<file path="config.mk">
export PLATFORM = sky130hd
export DESIGN_NAME = mem_port_router
export DESIGN_NICKNAME = d
export VERILOG_FILES = /design/src/rtl/mem_port_router_pkg.sv /design/src/rtl/mem_tag_fifo.sv /design/src/rtl/mem_port_router.sv
export SDC_FILE = /design/constraint.sdc
export NUM_CORES = 1
export LEC_CHECK = 0
export ABC_CLOCK_PERIOD_IN_PS = 5540
export CAP_MARGIN = 0
export CORE_AREA = 2 2 183 185
export CTS_BUF_LIST = sky130_fd_sc_hd__clkbuf_8 sky130_fd_sc_hd__clkbuf_16
export CTS_CLUSTER_DIAMETER = 60
export DETAILED_ROUTE_END_ITERATION = 12
export DIE_AREA = 0 0 185 187
export GPL_ROUTABILITY_DRIVEN = 1
export PLACE_DENSITY = 0.54
export SYNTH_ARGS = -nofsm -noshare
export SYNTH_HDL_FRONTEND = slang
export SYNTH_SLANG_ARGS = --single-unit
</file>
<file path="constraint.sdc">
create_clock -name clk -period 5.54 [get_ports clk]
set_clock_uncertainty 0.2 [all_clocks]
set_input_delay 0.554 -clock clk [delete_from_list [all_inputs] [get_ports clk]]
set_output_delay 0.554 -clock clk [all_outputs]
set_load 0.05 [all_outputs]
</file>
<file path="src/rtl/mem_port_router_pkg.sv">
// Shared types and constants for the external memory port router.
package mem_port_router_pkg;

  localparam int NUM_CH_DEF    = 3;
  localparam int ADDR_W_DEF    = 16;
  localparam int DATA_W_DEF    = 64;
  localparam int TAG_DEPTH_DEF = 16;
  localparam int CH_W          = $clog2(NUM_CH_DEF);

  typedef logic [CH_W-1:0] MEM_CH_ID;

  localparam MEM_CH_ID CH_IFMAP  = MEM_CH_ID'(0);
  localparam MEM_CH_ID CH_WEIGHT = MEM_CH_ID'(1);
  localparam MEM_CH_ID CH_COMP   = MEM_CH_ID'(2);

endpackage

</file>
<file path="src/rtl/mem_tag_fifo.sv">
// Tag FIFO remembering which channel owns each outstanding read.
// A pop on an empty FIFO with a simultaneous push passes straight through.
module mem_tag_fifo #(
  parameter int DEPTH = 16,
  parameter int W     = 2
) (
  input  logic                   clk,
  input  logic                   rst,
  input  logic                   flush,
  input  logic                   wen,
  input  logic [W-1:0]           wdata,
  input  logic                   ren,
  output logic [W-1:0]           head,
  output logic [$clog2(DEPTH):0] count,
  output logic                   full,
  output logic                   empty
);

  localparam int PTR_W = $clog2(DEPTH);
  localparam int CNT_W = PTR_W + 1;

  logic [W-1:0]     mem [DEPTH];
  logic [PTR_W-1:0] wr_ptr;
  logic [PTR_W-1:0] rd_ptr;
  logic             do_wr;
  logic             do_rd;

  assign empty = (count == '0);
  assign full  = (count == CNT_W'(DEPTH));
  assign head  = mem[rd_ptr];

  assign do_rd = ren & ~empty;
  assign do_wr = wen & ~(ren & empty) & (~full | ren);

  always_ff @(posedge clk) begin
    if (do_wr) mem[wr_ptr] <= wdata;
  end

  always_ff @(posedge clk or posedge rst) begin
    if (rst) begin
      wr_ptr <= '0;
      rd_ptr <= '0;
      count  <= '0;
    end else if (flush) begin
      wr_ptr <= '0;
      rd_ptr <= '0;
      count  <= '0;
    end else begin
      if (do_wr) wr_ptr <= wr_ptr + PTR_W'(1);
      if (do_rd) rd_ptr <= rd_ptr + PTR_W'(1);
      if (do_wr && !do_rd)      count <= count + CNT_W'(1);
      else if (do_rd && !do_wr) count <= count - CNT_W'(1);
    end
  end

endmodule

</file>
<file path="src/rtl/mem_port_router.sv">
// Round-robin router from NUM_CH requesters onto one external memory port,
// with per-channel address counters and in-order read response routing.
module mem_port_router
  import mem_port_router_pkg::*;
#(
  parameter int NUM_CH    = NUM_CH_DEF,
  parameter int ADDR_W    = ADDR_W_DEF,
  parameter int DATA_W    = DATA_W_DEF,
  parameter int TAG_DEPTH = TAG_DEPTH_DEF
) (
  input  logic                         clk,
  input  logic                         rst,
  input  logic                         start,
  input  logic [NUM_CH*ADDR_W-1:0]     ch_base_addr,
  input  logic [NUM_CH-1:0]            ch_is_write,
  input  logic [NUM_CH-1:0]            ch_req,
  input  logic [NUM_CH*DATA_W-1:0]     ch_wdata,
  output logic [NUM_CH-1:0]            ch_ack,
  output logic [DATA_W-1:0]            ch_rdata,
  output logic [NUM_CH-1:0]            ch_rvalid,
  output logic [ADDR_W-1:0]            mem_addr,
  output logic [DATA_W-1:0]            mem_wdata,
  output logic                         mem_read_valid,
  output logic                         mem_write_valid,
  input  logic                         mem_ready,
  input  logic [DATA_W-1:0]            mem_rdata,
  input  logic                         mem_rvalid,
  output logic [$clog2(TAG_DEPTH):0]   outstanding,
  output logic                         err_unexp_rsp
);

  localparam int LCH_W = $clog2(NUM_CH);
  localparam int SUM_W = LCH_W + 1;
  localparam int CNT_W = $clog2(TAG_DEPTH) + 1;

  logic [ADDR_W-1:0] addr_q [NUM_CH];
  logic [LCH_W-1:0]  rr_ptr;
  logic              err_q;

  logic [LCH_W-1:0]  fifo_head;
  logic [CNT_W-1:0]  fifo_count;
  logic              fifo_full;
  logic              fifo_empty;

  logic              tag_room;
  logic [NUM_CH-1:0] elig;
  logic              sel_found;
  logic [LCH_W-1:0]  sel_idx;
  logic [SUM_W-1:0]  cand;
  logic              gnt;
  logic              rsp_pop;
  logic              rsp_hit;
  logic [LCH_W-1:0]  rsp_tag;

  // A response arriving this cycle frees the slot a new read would need.
  assign tag_room = ~fifo_full | mem_rvalid;
  assign elig     = ch_req & (ch_is_write | {NUM_CH{tag_room}});

  always_comb begin
    sel_found = 1'b0;
    sel_idx   = '0;
    cand      = '0;
    for (int k = 0; k < NUM_CH; k++) begin
      cand = {1'b0, rr_ptr} + SUM_W'(k);
      if (cand >= SUM_W'(NUM_CH)) cand = cand - SUM_W'(NUM_CH);
      if (!sel_found && elig[cand[LCH_W-1:0]]) begin
        sel_found = 1'b1;
        sel_idx   = cand[LCH_W-1:0];
      end
    end
  end

  assign gnt             = sel_found & mem_ready & ~start & ~rst;
  assign mem_addr        = gnt ? addr_q[sel_idx] : '0;
  assign mem_wdata       = gnt ? ch_wdata[sel_idx*DATA_W +: DATA_W] : '0;
  assign mem_read_valid  = gnt & ~ch_is_write[sel_idx];
  assign mem_write_valid = gnt & ch_is_write[sel_idx];

  // An empty FIFO with a same-cycle read issue routes the response to the new tag.
  assign rsp_pop = mem_rvalid & ~start & ~rst;
  assign rsp_hit = rsp_pop & (~fifo_empty | mem_read_valid);
  assign rsp_tag = fifo_empty ? sel_idx : fifo_head;

  always_comb begin
    ch_ack    = '0;
    ch_rvalid = '0;
    for (int i = 0; i < NUM_CH; i++) begin
      ch_ack[i]    = gnt && (sel_idx == LCH_W'(i));
      ch_rvalid[i] = rsp_hit && (rsp_tag == LCH_W'(i));
    end
  end

  assign ch_rdata      = rst ? '0 : mem_rdata;
  assign outstanding   = fifo_count;
  assign err_unexp_rsp = err_q;

  always_ff @(posedge clk or posedge rst) begin
    if (rst) begin
      for (int i = 0; i < NUM_CH; i++) addr_q[i] <= '0;
      rr_ptr <= '0;
      err_q  <= 1'b0;
    end else if (start) begin
      for (int i = 0; i < NUM_CH; i++) addr_q[i] <= ch_base_addr[i*ADDR_W +: ADDR_W];
      rr_ptr <= '0;
      err_q  <= 1'b0;
    end else begin
      if (gnt) begin
        addr_q[sel_idx] <= addr_q[sel_idx] + ADDR_W'(1);
        rr_ptr <= (sel_idx == LCH_W'(NUM_CH - 1)) ? '0 : sel_idx + LCH_W'(1);
      end
      if (rsp_pop && !rsp_hit) err_q <= 1'b1;
    end
  end

  mem_tag_fifo #(
    .DEPTH (TAG_DEPTH),
    .W     (LCH_W)
  ) u_tag_fifo (
    .clk   (clk),
    .rst   (rst),
    .flush (start),
    .wen   (mem_read_valid),
    .wdata (sel_idx),
    .ren   (rsp_pop),
    .head  (fifo_head),
    .count (fifo_count),
    .full  (fifo_full),
    .empty (fifo_empty)
  );

endmodule

</file>
======== Word level (Yosys, flattened, before mapping) ========
Memories as Yosys holds them, arrays and structs flattened.
Index checks and enable logic that the tools add are counted.
operators by class
  bitwise operators ....................... 24
  muxes and demuxes ....................... 43
  shift-type cells ........................ 1
  add/subtract/negate cells ............... 11
  equal/unequal tests ..................... 5
  reduce and logical (&&, ||, !) cells .... 25
  divide/modulo/power cells ............... 0
  multiply operators ...................... 0
  $lt $le $gt $ge ......................... 9
operators by type and width
  cell                     number
  $shiftx A192 B9 Y64      1
  $mux W64                 2
  $mux W48                 2
  $mux W16                 4
  $bwmux W48               1
  $bmux W16 S2             1
  $demux W16 S2            1
  $mux W2                  10
  $add A16 B1 Y16 const B  1
  $mux W4                  4
  $mux W5                  3
  $and A1 B1 Y1            12
  $logic_and A1 B1 Y1      12
  $lt A2 B3 Y1 const B     4
  $mux W1                  11
  $add A4 B1 Y4 const B    2
  $bmux W1 S2              4
  $reduce_bool A2 Y1       4
  $ge A3 B2 Y1 const B     2
  $not A1 Y1               6
  $sub A2 B2 Y2 const B    3
  $add A5 B1 Y5 const B    1
  $eq A5 B5 Y1 const B     1
  $logic_not A1 Y1         5
  16 further kinds         21
word-level totals
  register bits after elaboration ......... 64
  output and inout port bits .............. 158
  word-level logic and storage cells ...... 127
  latch bits .............................. 0
  memories kept ........................... 1
  bits in writable memories ............... 32
  memory bits (read-only) ................. 0
  input bits .............................. 315
memory list
  name            words  width  rd ports  clocked after memory_dff  wr ports  line                RTL
  u_tag_fifo.mem  16     2      1         0                         1         mem_tag_fifo.sv:22  logic [W-1:0] mem [DEPTH];

======== Logic depth before layout (Yosys ltp) ========
  depth after elaboration ................. 25
  depth in mapped cells ................... 16
  mapped depth without buffers ............ 15

======== By module ========
From an unflattened synthesis, not the netlist that was laid out.
second synthesis, totals
  cells, all modules ...................... 825
  area, all modules ....................... 7,021.7 µm²
by module, submodules not included
  module           sequential area each (µm²)  area each (µm²)  cells an instance  times used
  mem_port_router  1,276.2                     4,852.2          658                1
  mem_tag_fifo     1,286.2                     2,169.6          167                1

======== Worst setup path after synthesis ========
OpenSTA, ideal clock, no wires.
  path type ............................... register to output
  start point ............................. reg u_tag_fifo.count[1]
  end point ............................... out ch_rvalid[1]
  buffers on the path ..................... 1
  slack ................................... 0.326 ns
  arrival ................................. 4.460 ns
  required time ........................... 4.786 ns
  cell stages (with the launch flop) ...... 10
  cells stage by stage .................... dfrtp_1 or4_1 buf_2 o211a_1 nor3_1 o21ai_1 a2111o_1 inv_1 o21ai_0 nor3b_1
on the way
  word-level cells in the longest chain between the ends .. 21
  elaborated cells between the ends (all ways) .. 35
  those cells by class .................... eq/ne (2); mux (15); bitwise (12); reduce/logical (6)
ends and longest elaborated chain
  item                                                                   line                                          RTL
  start: declaration                                                     mem_tag_fifo.sv:14                            output logic [$clog2(DEPTH):0] count,
  start signal: assignment                                               mem_tag_fifo.sv:51                            if (do_wr && !do_rd) count <= count + CNT_W'(1);
  start signal: assignment                                               mem_tag_fifo.sv:52                            else if (do_rd && !do_wr) count <= count - CNT_W'(1);
  $eq A5 B5 Y1 (*)                                                       mem_tag_fifo.sv:29                            assign full = (count == CNT_W'(DEPTH));
  $not A1 Y1 (*)                                                         mem_port_router.sv:56                         assign tag_room = ~fifo_full | mem_rvalid;
  $or A1 B1 Y1 (*)                                                       mem_port_router.sv:56
  $or A3 B3 Y3 (*)                                                       mem_port_router.sv:57                         assign elig = ch_req & (ch_is_write | {NUM_CH{tag_room}});
  $and A3 B3 Y3 (*)                                                      mem_port_router.sv:57
  $bmux W1 S2                                                            mem_port_router.sv:66                         if (!sel_found && elig[cand[LCH_W-1:0]]) begin
  $mux W1 (implied by the code)                                          mem_port_router.sv:66
  $mux W1                                                                mem_port_router.sv:66
  (+6 left out)                                                          -
  $bmux W1 S2 / $and A1 B1 Y1 (equally long branches)                    mem_port_router.sv:76, mem_port_router.sv:73
  $mux W1 (implied by the code) / $and A1 B1 Y1 (equally long branches)  mem_port_router.sv:76, mem_port_router.sv:73
  $not A1 Y1 / $and A1 B1 Y1 (equally long branches)                     mem_port_router.sv:76, mem_port_router.sv:73
  $and A1 B1 Y1 (*)                                                      mem_port_router.sv:76                         assign mem_read_valid = gnt & ~ch_is_write[sel_idx];
  via mem_read_valid                                                     mem_port_router.sv:23                         output logic mem_read_valid,
  $or A1 B1 Y1 (*)                                                       mem_port_router.sv:81                         assign rsp_hit = rsp_pop & (~fifo_empty | mem_read_valid);
  $and A1 B1 Y1 (*)                                                      mem_port_router.sv:81
  $logic_and A1 B1 Y1 (*)                                                mem_port_router.sv:89                         ch_rvalid[i] = rsp_hit && (rsp_tag == LCH_W'(i));
  end: declaration                                                       mem_port_router.sv:20                         output logic [NUM_CH-1:0] ch_rvalid,
Mark *: on every way through the listed nets, which the timed path passes. The rest lies on a longest branch. The select of a mux whose other input is x is not followed.

======== Worst setup path in the final report ========
  start point ............................. reg u_tag_fifo.count[0]
  end point ............................... out mem_addr[0]
on the way
  word-level cells in the longest chain between the ends .. 19
  elaborated cells between the ends (all ways) .. 29
  those cells by class .................... eq/ne (1); mux (16); bitwise (8); reduce/logical (4)
ends and longest elaborated chain
  item                                          line                   RTL
  $eq A5 B5 Y1 (*)                              mem_tag_fifo.sv:29
  $not A1 Y1 (*)                                mem_port_router.sv:56
  $or A1 B1 Y1 (*)                              mem_port_router.sv:56
  $or A3 B3 Y3 (*)                              mem_port_router.sv:57
  $and A3 B3 Y3 (*)                             mem_port_router.sv:57
  $bmux W1 S2                                   mem_port_router.sv:66
  $mux W1 (implied by the code)                 mem_port_router.sv:66
  $mux W1                                       mem_port_router.sv:66
  (+2 left out)                                 -
  $mux W1                                       mem_port_router.sv:66
  $logic_not A1 Y1                              mem_port_router.sv:66
  $logic_and A1 B1 Y1                           mem_port_router.sv:66
  $mux W2                                       mem_port_router.sv:66
  $not A2 Y3 (implied by the code)              mem_port_router.sv:74  assign mem_addr = gnt ? addr_q[sel_idx] : '0;
  $bmux W16 S2                                  mem_port_router.sv:74
  $mux W16 (implied by the code) (2 in series)  mem_port_router.sv:74
  $mux W16 (*)                                  mem_port_router.sv:74
  end: declaration                              mem_port_router.sv:21  output logic [ADDR_W-1:0] mem_addr,
Mark *: on every way between the ends. The rest lies on a longest branch, timed or not. The select of a mux whose other input is x is not followed.

==> out/results.env <==
OUTCOME='complete, no violations'
SYN-INSTANCE-COUNT=833
CRITICAL_PATH_CLASS='flip-flop to primary output'
LARGEST_NET_DEGREE_AT_THE_START_OF_GLOBAL_ROUTING=88
SLEW_VIOLATIONS=0
MAX_STAGE_DELAY_NS=0.75
SETUP.REG_TO_REG.WORST_SLACK_NS=0.78
PLACEDINSTANCEAREA_UM2=12900
CLK_SINK_COUNT=96
CHIP_WIDTH_UM=185
FINALWEIGHTEDCONGESTION=0.898
WHS_ENDPOINT='rr_ptr[0]'
SYNTH_FA_HA_AREA_FRAC=0.0244
GRT-OVFL-TOTAL=0
PORT-BUFFER-COUNT=472
CLK-INSERTION-DELAY-LATE_NS=0.37
CP.REQUIRED_NS=4.79
DESIGN.DIE.AREA_UM2=34600
SHARE_OF_SYNTHESIZED_AREA_OCCUPIED_BY_FLIP_FLOPS_AND_LATCHES=0.367
CLOCK_PATH_BUFFERS=2
END_KIND='primary output'
ROWS=67
MAX-VDD-IR-DROP_V=0.000176
CTS_HTREE_LEVELS=3
WORST_SLEW_PIN_SLEW_NS=0.997
FINALCRITPERIODSHARE=0.883
YS.FLOP_TYPE='sky130_fd_sc_hd__dfrtp_1'
FIRST_GLOBAL_VIAS=8294
NETLIST_AREA_UM2=6980
CTS.REPAIR_TIMING.SETUP_BUFFER_COUNT=0
WORSTSETUPSTARTPOINTTYPE='flip-flop'
WIRE_LENGTH_OF_THE_FIRST_GLOBAL_ROUTING_PASS_MM=53.0
SHARE_OF_LAYOUT_CELLS_ABOVE_DRIVE_STRENGTH_1=0.111
DRT_FIRST_ITER_VIOLATIONS=510
SYNTH.LIB_CELLS_USED.DISTINCT=63
CRIT_PATH_TOP_DELAY_CELL='sky130_fd_sc_hd__clkdlybuf4s50_1'
DESIGN_AREA_UM2=13200
GRTUSAGETOTAL=0.205
TIMING.MAX_CAP.VIOLATIONS=0
SYNTH_COMPOUND_GATE_AREA_SHARE=0.264
VIAS=8186
GRT_SETUP_UNREPAIRED='no'
CORE_UM2=32900
CTS_INSERTED_BUFFERS=9
FILLER_CELL_COUNT=3288
DOMINANT_COMBINATIONAL_CELL_FAMILY_BY_AREA_AFTER_SYNTHESIS='compound AO/OA/AOI/OAI gates'
CTS.REPORTEDPATHS.CLKPINSLEW_NS=0.07
MAX_SLEW_MARGIN=0.325
AREA.GROWTH.SYNTH_TO_FINAL_PCT=89.6
SYNTH.AREA.MUX_SHARE=0.0409
VIAS_PER_CELL=4.75
TYPE_OF_THE_WORST_MIN_DELAY_PATH='flip-flop to flip-flop'
MAXUSEDROUTINGLAYER='met4'
NUMBER_OF_STORAGE_ELEMENTS_IN_THE_SYNTHESIS_NETLIST=96
DRTANTENNAVIOLNETS=0
WORSTREG2REGEND='addr_q[44]'
SETUP-VIOLATIONS-FINAL=0
DIE_Y_UM=187
RR_WORST_DEPTH=13
DP.FINAL_HPWL_MM=29.3
SYNTHESIS.AREA_PER_INSTANCE_UM2=8.38
CRIT_PATH_MAX_FANOUT=35
HOLD-PATH-CELL-COUNT=2
ANTENNA_FOUND_INITIAL=1
NUM_ANTENNA_CELLS=0
PERIOD_NEEDED_NS=4.89
CTS-RESIZED-GATES=0
NUMBER_OF_NETS_IN_THE_SYNTHESIZED_NETLIST=1161
DETAIL_ROUTE.WL_PER_CELL_UM=21.1
POSTSYNTH.ASYNCRESETSHARE=0.667
ROUTED-WL-MET3_MM=2.59
CRITICAL_PATH_CELL_SEQUENCE='or4_1 -> o211a_1 -> nor3_1 -> o21ai_4 -> buf_4 -> a22oi_1 -> nor2_1 -> clkdlybuf4s50_1'
HOLD_START='rr_ptr[0]'
SETUP_TNS_NS=0
DRT-PASS1-ITER-COUNT=7
NUM-NETS-FINAL=1598
TRITONCTS_CLOCK_TREE='done'
ROUTED-WL-MET2_MM=17.8
POWER.LEAKAGE_uW=0.00500
COMMONEST_NON_FILL_NON_TAP_CELL_IN_THE_LAYOUT='sky130_fd_sc_hd__clkdlybuf4s50_1'
SYNTH_XOR_AREA_FRAC=0.0299
CTS_ROOT_BUFFER='sky130_fd_sc_hd__clkbuf_16'
SYNTH-EDFF-COUNT=32
DRT_WL_TOTAL_MM=36.3
POSTCTSHOLDBUFS=0
TOP_LIBRARY_CELLS_BY_USAGE_IN_THE_LAYOUT_FILL_AND_TAPS_ASIDE='sky130_fd_sc_hd__clkdlybuf4s50_1 (399), sky130_fd_sc_hd__nand2_1 (129), sky130_fd_sc_hd__a22oi_1 (91)'
MAXCLOCKFREQUENCY_MHz=204
DRC_VIOLS=0
CRITPATHARRIVALTIME_NS=4.14
START_UTIL=0.212
PWR_DENSITY_CELL_nW_PER_UM2=200
HOLD_VIOL_FINAL=0
ROUTEDLENGTHMET1_MM=14.5
YOSYS_WARNINGS=0
SYNTH-SIMPLE-AREA-SHARE=0.224
DESIGN.PORTCOUNT=473
REG_TO_REG_STARTPOINT='u_tag_fifo.count[0]'
==> through the flow <==
step | setup WS (ns) | hold slack [ns] | total power [uW] | std cells | util
4_1_cts | 0.642 | 0.318 | 2660 | 1723 | 0.403
3_5_place_dp | 0.546 | 0.299 | 2010 | 1707 | 0.393
6_report | 0.649 | 0.313 | 2640 | 1723 | 0.403
5_1_grt | 0.400 | 0.344 | 2770 | 1723 | 0.403
2_1_floorplan | 0.326 | 0.273 | 1430 | 833 | -
3_3_place_gp | 0.579 | 0.295 | 2010 | 1707 | 0.393
==> cell usage after synthesis (2+ instances only) <==
library cell	count	area (um2)
sky130_fd_sc_hd__and3_1	2	12.5
sky130_fd_sc_hd__or3_1	2	12.5
sky130_fd_sc_hd__a22o_1	2	17.5
sky130_fd_sc_hd__o211a_1	3	30.0
sky130_fd_sc_hd__a2111oi_0	2	17.5
sky130_fd_sc_hd__ha_1	12	150
sky130_fd_sc_hd__mux4_2	10	225
sky130_fd_sc_hd__a22oi_1	91	683
sky130_fd_sc_hd__and2_1	12	75.1
sky130_fd_sc_hd__dfrtp_1	64	1600
sky130_fd_sc_hd__nor4_1	11	68.8
sky130_fd_sc_hd__a211oi_1	4	30.0
sky130_fd_sc_hd__xor2_1	11	96.3
sky130_fd_sc_hd__buf_2	4	20.0
sky130_fd_sc_hd__or2_2	3	18.8
sky130_fd_sc_hd__buf_1	4	15.0
sky130_fd_sc_hd__or3b_2	3	26.3
sky130_fd_sc_hd__o22a_1	3	26.3
sky130_fd_sc_hd__nand2_1	129	484
sky130_fd_sc_hd__o21a_1	2	15.0
sky130_fd_sc_hd__nand4_1	4	25.0
sky130_fd_sc_hd__o21ai_1	3	15.0
sky130_fd_sc_hd__nand2b_1	4	25.0
sky130_fd_sc_hd__nor3b_1	5	37.5
sky130_fd_sc_hd__a21oi_1	71	355
sky130_fd_sc_hd__o21ai_0	55	275
sky130_fd_sc_hd__o21ai_2	2	17.5
sky130_fd_sc_hd__xnor2_1	11	96.3
sky130_fd_sc_hd__o41ai_1	2	17.5
sky130_fd_sc_hd__inv_1	19	71.3
sky130_fd_sc_hd__nor3_1	15	75.1
sky130_fd_sc_hd__clkbuf_1	60	225
sky130_fd_sc_hd__o22ai_1	8	50.1
sky130_fd_sc_hd__o221ai_1	17	149
sky130_fd_sc_hd__nor2b_1	66	413
sky130_fd_sc_hd__a21o_1	3	22.5
sky130_fd_sc_hd__nor2_1	49	184
sky130_fd_sc_hd__nand3_1	4	20.0
sky130_fd_sc_hd__edfxtp_1	32	961
sky130_fd_sc_hd__mux2i_1	6	60.1
==> critical path, delay by kind of cell (launching register included) <==
family                 cells  cell delay (ns)
AOI/OAI and AO/OA          3             1.04
buffers and inverters      2             1.01
DFF                        1             0.47
and+or+nand+nor            3             1.24
==> where the power goes <==
group          internal [uW]  switching [uW]  total, uW  leakage (uW)
clock                    323             324        647      0.000150
sequential               782            44.7        827       0.00110
combinational            518             653       1170       0.00376
==> logic make-up after synthesis <==
family                     after synthesis
and+or+nand+nor                        318
AOI/OAI and AO/OA                      279
DFF                                     96
buffers and inverters                   88
xor gates and xnor gates                23
muxes                                   16
adders and majority gates               13
==> how the worst max path moves through the flow <==
stage,startpoint,end,slack [ns]
detailed placement,ch_is_write[2],addr_q[44],0.55
global placement,ch_is_write[2],u_tag_fifo.count[4],0.58
global route,u_tag_fifo.count[1],addr_q[14],0.40
floorplan,u_tag_fifo.count[1],ch_rvalid[1],0.33
finish,u_tag_fifo.count[0],mem_addr[0],0.65
CTS,u_tag_fifo.count[0],mem_addr[0],0.64
==> cell type report <==
class / count / area [um2] / area share
repair buffers: 495 / 5620 / 0.425
multi-input cells: 649 / 4100 / 0.310
flip-flops and latches: 96 / 2560 / 0.194
well taps: 448 / 561 / 0.0424
clock buffers: 9 / 225 / 0.0170
clock inverters: 7 / 86.3 / 0.00652
inverters: 19 / 72.6 / 0.00548
==> routing by layer <==
metal,global-route usage,vias up
met5,0,-
met4,0.0818,0
met3,0.0508,46
met2,0.345,357
met1,0.251,3878
li1,-,3905
==> registers in the layout, summed over array words and instances (netlist names) <==
name               flops
u_tag_fifo.rd_ptr      4
addr_q                48
u_tag_fifo.wr_ptr      4
u_tag_fifo.count       5
rr_ptr                 2
err_unexp_rsp          1
u_tag_fifo.mem        32
Power figures use the tool's default switching activity.
